$ cat config.mk
export PLATFORM = sky130hd
export DESIGN_NAME = muldiv_unit
export DESIGN_NICKNAME = d
export VERILOG_FILES = /design/src/rtl/muldiv_unit.sv
export SDC_FILE = /design/constraint.sdc
export NUM_CORES = 2
export LEC_CHECK = 0
export ABC_AREA = 1
export CORE_MARGIN = 4
export CORE_UTILIZATION = 55
export CTS_BUF_LIST = sky130_fd_sc_hd__clkbuf_16
export DETAILED_ROUTE_END_ITERATION = 8
export MAX_ROUTING_LAYER = met4
export PLACE_DENSITY = 0.72
export SLEW_MARGIN = 10
export SYNTH_ARGS = -nofsm -noshare
export SYNTH_HDL_FRONTEND = slang
export SYNTH_SLANG_ARGS = --single-unit
$ cat constraint.sdc
create_clock -name clk -period 25.3 [get_ports clk]
set_input_delay 5.06 -clock clk [delete_from_list [all_inputs] [get_ports clk]]
set_output_delay 5.06 -clock clk [all_outputs]
set_load 0.02 [all_outputs]
$ cat src/rtl/muldiv_unit.sv
// muldiv_unit
//   Multi-cycle RV32M multiply/divide execution unit. Accepts one M-extension
//   instruction at a time. While it is busy it holds the pipeline through a
//   combinational hold. It returns one registered result per accepted
//   instruction.
//
//   Parameters
//     XLEN          operand/result width, a multiple of ITER_BITS
//     ITER_BITS     bits retired per CALC cycle (1, 2 or 4)
//     MUL_ITERATIVE 0: single-cycle full-width multiply, 1: shift-add multiply
//
//   Ports
//     clk, reset         clock, synchronous active-high reset
//     stall              downstream stall, keeps a finished result in DONE
//     flush_i            kills the current or arriving operation
//     start_i            valid M instruction present in execute
//     operation_i        funct3 (MUL, MULH, MULHSU, MULHU, DIV, DIVU, REM, REMU)
//     first_operand_i    rs1
//     second_operand_i   rs2
//     hold_o             combinational pipeline hold
//     valid_o, result_o  registered result handshake
module muldiv_unit #(
   parameter int XLEN          = 32,
   parameter int ITER_BITS     = 1,
   parameter int MUL_ITERATIVE = 0
) (
   input  logic            clk,
   input  logic            reset,
   input  logic            stall,
   input  logic            flush_i,
   input  logic            start_i,
   input  logic [2:0]      operation_i,
   input  logic [XLEN-1:0] first_operand_i,
   input  logic [XLEN-1:0] second_operand_i,
   output logic            hold_o,
   output logic            valid_o,
   output logic [XLEN-1:0] result_o
);

   localparam int N  = XLEN / ITER_BITS;
   localparam int CW = $clog2(N + 1);

   typedef enum logic [1:0] {IDLE, CALC, FIX, DONE} state_t;

   state_t          state, state_n;
   logic [2:0]      op_q;
   logic            res_neg;
   logic [CW-1:0]   cnt;
   // Shared datapath registers:
   //   divide:   acc_hi = partial remainder, acc_lo = dividend -> quotient, opb = divisor
   //   multiply: acc_hi = product high,      acc_lo = multiplier -> product low, opb = multiplicand
   logic [XLEN-1:0] acc_hi, acc_lo, opb;

   // ---------------- operand decode at accept ----------------
   logic              is_div, is_rem, rs1_signed, rs2_signed, s1, s2, neg_in;
   logic              div_zero, div_ovf, fast, accept;
   logic [XLEN-1:0]   mag1, mag2, fast_res;
   logic [2*XLEN-1:0] fprod, fprod_s;

   always_comb begin
      is_div     = operation_i[2];
      is_rem     = operation_i[2] & operation_i[1];
      rs1_signed = (operation_i == 3'b001) | (operation_i == 3'b010) |
                   (operation_i == 3'b100) | (operation_i == 3'b110);
      rs2_signed = (operation_i == 3'b001) | (operation_i == 3'b100) |
                   (operation_i == 3'b110);
      s1         = rs1_signed & first_operand_i[XLEN-1];
      s2         = rs2_signed & second_operand_i[XLEN-1];
      mag1       = s1 ? -first_operand_i  : first_operand_i;
      mag2       = s2 ? -second_operand_i : second_operand_i;
      // A remainder takes the dividend's sign. Quotients and products take the XOR.
      neg_in     = is_rem ? s1 : (s1 ^ s2);
      div_zero   = is_div & (second_operand_i == '0);
      // Only the signed divide ops (DIV=100, REM=110) can overflow.
      div_ovf    = is_div & ~operation_i[0] &
                   (first_operand_i == {1'b1, {(XLEN-1){1'b0}}}) &
                   (second_operand_i == '1);
      fast       = (!is_div && MUL_ITERATIVE == 0) || div_zero || div_ovf;
      accept     = (state == IDLE) & start_i & ~flush_i;

      fprod      = {{XLEN{1'b0}}, mag1} * {{XLEN{1'b0}}, mag2};
      fprod_s    = neg_in ? -fprod : fprod;

      if (div_zero)
         fast_res = operation_i[1] ? first_operand_i : '1;
      else if (div_ovf)
         fast_res = operation_i[1] ? '0 : first_operand_i;
      else if (operation_i == 3'b000)
         fast_res = fprod_s[XLEN-1:0];
      else
         fast_res = fprod_s[2*XLEN-1:XLEN];
   end

   // ---------------- one CALC cycle: ITER_BITS radix-2 steps ----------------
   logic [XLEN-1:0] hi_n, lo_n;
   logic [XLEN:0]   tmp;

   always_comb begin
      hi_n = acc_hi;
      lo_n = acc_lo;
      tmp  = '0;
      for (int i = 0; i < ITER_BITS; i++) begin
         if (op_q[2]) begin
            // Restoring divide: shift in the next dividend bit, subtract if it fits.
            tmp  = {hi_n, lo_n[XLEN-1]};
            lo_n = {lo_n[XLEN-2:0], 1'b0};
            if (tmp >= {1'b0, opb}) begin
               tmp     = tmp - {1'b0, opb};
               lo_n[0] = 1'b1;
            end
            hi_n = tmp[XLEN-1:0];
         end else begin
            // Shift-add multiply. The carry out of the add shifts down into acc_hi.
            tmp  = {1'b0, hi_n} + (lo_n[0] ? {1'b0, opb} : '0);
            lo_n = {tmp[0], lo_n[XLEN-1:1]};
            hi_n = tmp[XLEN:1];
         end
      end
   end

   // ---------------- FIX: sign correction and result select ----------------
   logic [2*XLEN-1:0] prod_s;
   logic [XLEN-1:0]   q_s, r_s, fix_res;

   always_comb begin
      prod_s = res_neg ? -{acc_hi, acc_lo} : {acc_hi, acc_lo};
      q_s    = res_neg ? -acc_lo : acc_lo;
      r_s    = res_neg ? -acc_hi : acc_hi;
      case (op_q)
         3'b000:         fix_res = prod_s[XLEN-1:0];
         3'b001, 3'b010,
         3'b011:         fix_res = prod_s[2*XLEN-1:XLEN];
         3'b100, 3'b101: fix_res = q_s;
         default:        fix_res = r_s;
      endcase
   end

   // ---------------- FSM ----------------
   always_ff @(posedge clk) begin
      if (reset) state <= IDLE;
      else       state <= state_n;
   end

   always_comb begin
      state_n = state;
      hold_o  = 1'b0;
      case (state)
         IDLE: if (accept) begin
            hold_o  = 1'b1;
            state_n = fast ? DONE : CALC;
         end
         CALC: begin
            hold_o = 1'b1;
            if (cnt == CW'(1)) state_n = FIX;
         end
         FIX: begin
            hold_o  = 1'b1;
            state_n = DONE;
         end
         DONE: if (!stall) state_n = IDLE;
         default: state_n = IDLE;
      endcase
      // Flush beats a new start and a stalled DONE.
      if (flush_i) state_n = IDLE;
   end

   // ---------------- datapath and output registers ----------------
   always_ff @(posedge clk) begin
      if (reset) begin
         op_q     <= '0;
         res_neg  <= 1'b0;
         cnt      <= '0;
         acc_hi   <= '0;
         acc_lo   <= '0;
         opb      <= '0;
         valid_o  <= 1'b0;
         result_o <= '0;
      end else begin
         valid_o <= (state_n == DONE);
         if (accept) begin
            op_q    <= operation_i;
            res_neg <= neg_in;
            cnt     <= CW'(N);
            acc_hi  <= '0;
            acc_lo  <= is_div ? mag1 : mag2;
            opb     <= is_div ? mag2 : mag1;
            if (fast) result_o <= fast_res;
         end else if (state == CALC) begin
            acc_hi <= hi_n;
            acc_lo <= lo_n;
            cnt    <= cnt - CW'(1);
         end else if (state == FIX && !flush_i) begin
            result_o <= fix_res;
         end
      end
   end

endmodule

# == Word level (Yosys, flattened, before mapping) ==
# Cells that the tools add are included.
# totals
regBits,141
input_bits,72
output_inout_bits,34
wordCells,108
# op_classes
add_sub_neg,9
mul,1
n_lt_le_gt_ge,1
n_eq_ne,18
muxes,36
n_bitwise,17
reduce_logical,16
# op_table
op,count
32-bit two-way mux,21
64-bit two-way mux,2
32-bit negation,4
64-bit negation,2
32-bit case mux with 3 select lines,1
"32-bit == test, second input constant",2
32-bit by 32-bit multiplier with 64-bit output,1
32-bit by 32-bit adder with 33-bit output,1
33-bit by 32-bit greater-or-equal comparator with 1-bit output,1
32-bit logical NOT,1
32-bit subtractor,1
"3-bit == test, second input constant",4
6-bit two-way mux,2
2-bit two-way mux,5
1-bit AND,9
"3-bit by 2-bit == test with 1-bit output, second input constant",3
2-bit case mux with 4 select lines,1
"2-bit == test, second input constant",3
"3-bit by 1-bit == test with 1-bit output, second input constant",2
"6-bit by 1-bit == test with 1-bit output, second input constant",1
3-bit logical NOT,2
2-bit OR reduction,3
"6-bit by 1-bit subtractor with 6-bit output, second input constant",1
1-bit bitwise OR,5
13 further kinds,20

# == Longest topological paths before layout ==
# depth
depth_word,14
depth_mapped,61
ltp_nobuf,59

# == Least setup slack after synthesis ==
# No wires, ideal clock.
# synth_timing
path_kind,input -> register
startpoint,input first_operand_i[0]
endpoint,register result_o[23]
setup_time_ns,0.119
arrival_time_ns,13.619
required_time_ns,25.181
path_slack_ns,11.562
cell_stages,48
path_buffers,2
cell_sequence,inv_2 > clkbuf_1 > ha_1 > nand3_1 > nor3_2 > and3_1 > nand2_1 > inv_1 > nand2_1 > nor4_1 > xor2_1 > nand2_1 > o21ai_0 > inv_1 > clkbuf_1 > nand2_1 > fa_1 > fa_1 > [... 12 more ...] > a21oi_1 > nand2_1 > a21oi_1 > nand4_1 > nand2_1 > inv_1 > nor2_1 > nand2_1 > nor2_1 > nand3_1 > nand2_2 > nand2_1 > nand2_1 > nand2_1 > o21ai_1 > nand2_1 > nand2_1 > a21oi_1
# synth_between
elab_chain_cells,10
elab_cells_between_ends,16
cone_classes,2 x add/sub; 1 x mul; 2 x eq/ne; 7 x mux; 2 x bitwise; 2 x reduce/logical
# synth_lines
item,line,text
start: declaration,33,"input logic [XLEN-1:0] first_operand_i,"
32-bit negation,69,mag1 = s1 ? -first_operand_i : first_operand_i;
32-bit two-way mux,69,
32-bit by 32-bit multiplier with 64-bit output,81,"fprod = {{XLEN{1'b0}}, mag1} * {{XLEN{1'b0}}, mag2};"
64-bit negation,82,fprod_s = neg_in ? -fprod : fprod;
64-bit two-way mux,82,
32-bit two-way mux,88,else if (operation_i == 3'b000)
32-bit two-way mux,86,else if (div_ovf)
32-bit two-way mux,84,if (div_zero)
32-bit two-way mux,187,if (fast) result_o <= fast_res;
32-bit two-way mux,180,if (accept) begin
end signal: assignment,187,
end signal: assignment,193,result_o <= fix_res;
end: declaration,37,output logic [XLEN-1:0] result_o
# Parallel ways exist; a longest one is shown, timed or not. The select of a mux whose other input is x is not followed.
# A chain may end at the register's enable or synchronous reset.

# == Worst setup path in the final report ==
# layout_timing
startpoint,input first_operand_i[0]
endpoint,register result_o[24]
# Same word-level chain as after synthesis.

==> impl_metrics.json <==
{
  "grt_pass1_vias": 53440,
  "drive_above_1_share_pct": 4.392,
  "synthXorXnorAreaFrac_pct": 1.681,
  "dp_hpwl_mm": 181.5,
  "grt_max_degree": 83,
  "grt_usage_pct": 48.39,
  "place.gp.congestion": 1.060,
  "dr.pass1.iters": 8,
  "cts_root_buf": "clkbuf_16",
  "synth_compound_area_share_pct": 9.730,
  "min_to": "cnt[4]",
  "viasPerCell": 5.985,
  "vias": 53760,
  "ant_nets": 0,
  "finalHoldViolCount": 0,
  "syn_inst": 7752,
  "synth_mux_area_share_pct": 0,
  "finalSetupTns_ns": 0,
  "rows": 113,
  "crit_path_end_kind": "register",
  "postSynth.asyncResetShare_pct": 0,
  "slew_viol_final": 0,
  "synthTopCellsByCount": "1,878 x nand2_1, 1,728 x inv_1, 898 x fa_1",
  "cp_max_fo": 27,
  "area_growth_pct": 5.851,
  "clock_latency_ns": 0.48,
  "hold_depth": 2,
  "seq_area_mm2": 0.002825,
  "cp_slowest_cell": "clkinv_1",
  "ys_seq_area_share_pct": 5.372,
  "htreeDepth": 4,
  "max_freq_ghz": 0.05798,
  "dr_wl_met3_mm": 36.23,
  "synth_edf_count": 0,
  "cp.arrival_ns": 17.65,
  "synth-simple-area-share_pct": 25.78,
  "rrSetupSlack_ns": 20.54,
  "clkTransAtPathRegs_ns": 0.07,
  "io_pins": 106,
  "r2r-end": "acc_hi[25]",
  "grt_overflow": 0,
  "crit_path_max_incr_delay_ns": 0.96,
  "ctsHoldBuffers": 0,
  "die-width_um": 317.1,
  "yosysMostFrequentCell": "nand2_1",
  "routed.top_layer": "met4",
  "tightest_slew_ns": 1.486,
  "numClockSinks": 141,
  "rr_worst_depth": 23,
  "avgRoutedWirePerCell_um": 26.23,
  "die-height_um": 317.1,
  "syn_avg_cell_area_um2": 6.778,
  "yosys.cell_types.count": 66,
  "hold_path_startpoint": "cnt[4]",
  "antenna_found_initial": 12,
  "core_mm2": 0.09487,
  "crit_family": "adder cells",
  "drt-initial-drc-count": 6709,
  "criticalPathCategory": "input port to register",
  "synth-seq-cells": 141,
  "syn_nets": 9061,
  "multi_input_area_mm2": 0.04193,
  "post_cts_resize_count": 0,
  "status": "finished, violations left",
  "synth_top_family_by_area": "adder cells",
  "max_slew_margin_pct": 0.8379,
  "final_nets": 8991,
  "start_util_pct": 55.39,
  "r2r-start": "acc_lo[0]",
  "yosys.area.top_type": "fa_1",
  "cts_inserted_buffers": 17,
  "drv_cap": 1,
  "grt_pass1_wl_mm": 344.8,
  "path_buf_inv": 13,
  "failed_checks": "capacitance limit",
  "clock_skew_ns": 0.01929,
  "crit_top_cell": "nand2_1",
  "tritoncts": "built",
  "hold_path.class": "register to register",
  "route.met2.wl_mm": 96.69,
  "routed_wirelength_mm": 235.6,
  "die_area_mm2": 0.1005,
  "rsz0062_at_grt": "false",
  "fillers": 9337,
  "port_buffers": 105,
  "cts_buffer_depth": 2,
  "ys.flop_type": "dfxtp_1",
  "ys_top_cells_by_area": "fa_1 34%, nand2_1 13%, inv_1 12%, ha_1 8.1%, nor2_1 6.3%",
  "fin_crit_sh_pct": 68.17,
  "ys_warn_count": 0,
  "post-route-min-period_ns": 17.25,
  "cp_data_required_time_ns": 25.70,
  "drt-met1-wl_mm": 85.18,
  "synth_top_area_share_pct": 34.21,
  "start_kind": "input port",
  "synth-adder-area-share_pct": 42.29,
  "drc": 0,
  "setup_viol": 0,
  "cts_setup_buffers": 0,
  "netlist_area_mm2": 0.05254
}
metrics by stage:
stage / utilization (%) / area, um^2 / worst slack (ns) / cells / hold slack [ns]
after global routing: 58.60 / 55600 / 7.698 / 8973 / 0.5292
after CTS: 58.57 / 55560 / 8.499 / 8960 / 0.4929
after detailed placement: 57.92 / 54940 / 8.046 / 8928 / 0.4773
after floorplan: - / 52540 / 11.56 / 7752 / 0.4507
after global placement: 57.91 / 54940 / 8.099 / 8928 / 0.4711
final: 58.63 / 55620 / 8.054 / 8982 / 0.4986
placed cells by master, fill, tap and decap left out, types with 32 or more instances in the layout:
| cell type | n |
|---|---|
| inv_1 | 1726 |
| nor2_1 | 877 |
| o21ai_0 | 256 |
| inv_2 | 32 |
| buf_4 | 120 |
| xor2_1 | 54 |
| nor2_2 | 34 |
| dfxtp_1 | 139 |
| nand4_1 | 60 |
| a21oi_1 | 337 |
| nand2_1 | 1873 |
| clkdlybuf4s50_1 | 105 |
| ha_1 | 339 |
| nand3_1 | 270 |
| nand2_2 | 34 |
| fa_1 | 898 |
| nor3_1 | 61 |
| o211ai_1 | 71 |
worst register-to-register path, delay by kind of cell, from the launching register on:
family,cells,cell delay (ns)
AOI/OAI and AO/OA,7,1.71
buffers and inverters,6,0.87
DFF,1,0.76
and+or+nand+nor,7,0.65
adders and majority gates,2,0.55
xor gates and xnor gates,1,0.15
kinds of logic (layout without fill, tap and decap cells):
family	count (synthesis)	after routing
DFF	141	141
other	0	22
and+or+nand+nor	3304	3304
adders and majority gates	1237	1237
AOI/OAI and AO/OA	884	884
xor gates and xnor gates	100	100
buffers and inverters	2086	2029
state kept, by name, indices dropped and copies added (netlist names):
| name | flops |
|---|---|
| acc_hi | 32 |
| acc_lo | 32 |
| cnt | 6 |
| op_q | 3 |
| opb | 32 |
| res_neg | 1 |
| result_o | 32 |
| state | 2 |
| valid_o | 1 |
how the worst max path moves through the flow:
stage	endpoint	start	cells past startpoint	slack (ns)
3_3_place_gp	result_o[10]	first_operand_i[0]	53	8.10
5_1_grt	result_o[21]	first_operand_i[0]	51	7.70
2_1_floorplan	result_o[23]	first_operand_i[0]	48	11.56
6_report	result_o[24]	first_operand_i[0]	52	8.05
3_5_place_dp	result_o[10]	first_operand_i[0]	53	8.05
4_1_cts	result_o[10]	first_operand_i[0]	53	8.50
cell type report:
| class | count | area share (%) |
|---|---|---|
| multi-input cells | 5525 | 75.39 |
| inverters | 1772 | 11.96 |
| flip-flops and latches | 141 | 5.080 |
| repair buffers | 225 | 3.509 |
| well taps | 1265 | 2.846 |
| clock buffers | 17 | 0.7649 |
| clock inverters | 15 | 0.3487 |
| diodes | 22 | 0.09898 |
routing by layer:
metal  global-route usage [%]  up-vias
li1                         -    23220
met1                    58.90    25660
met2                    68.10     3919
met3                    19.21      960
met4                    27.82        0
met5                        -        -
Power is left out: the tool's default activity adds up to more than one toggle a clock period on the data nets, which glitch-free logic cannot reach.
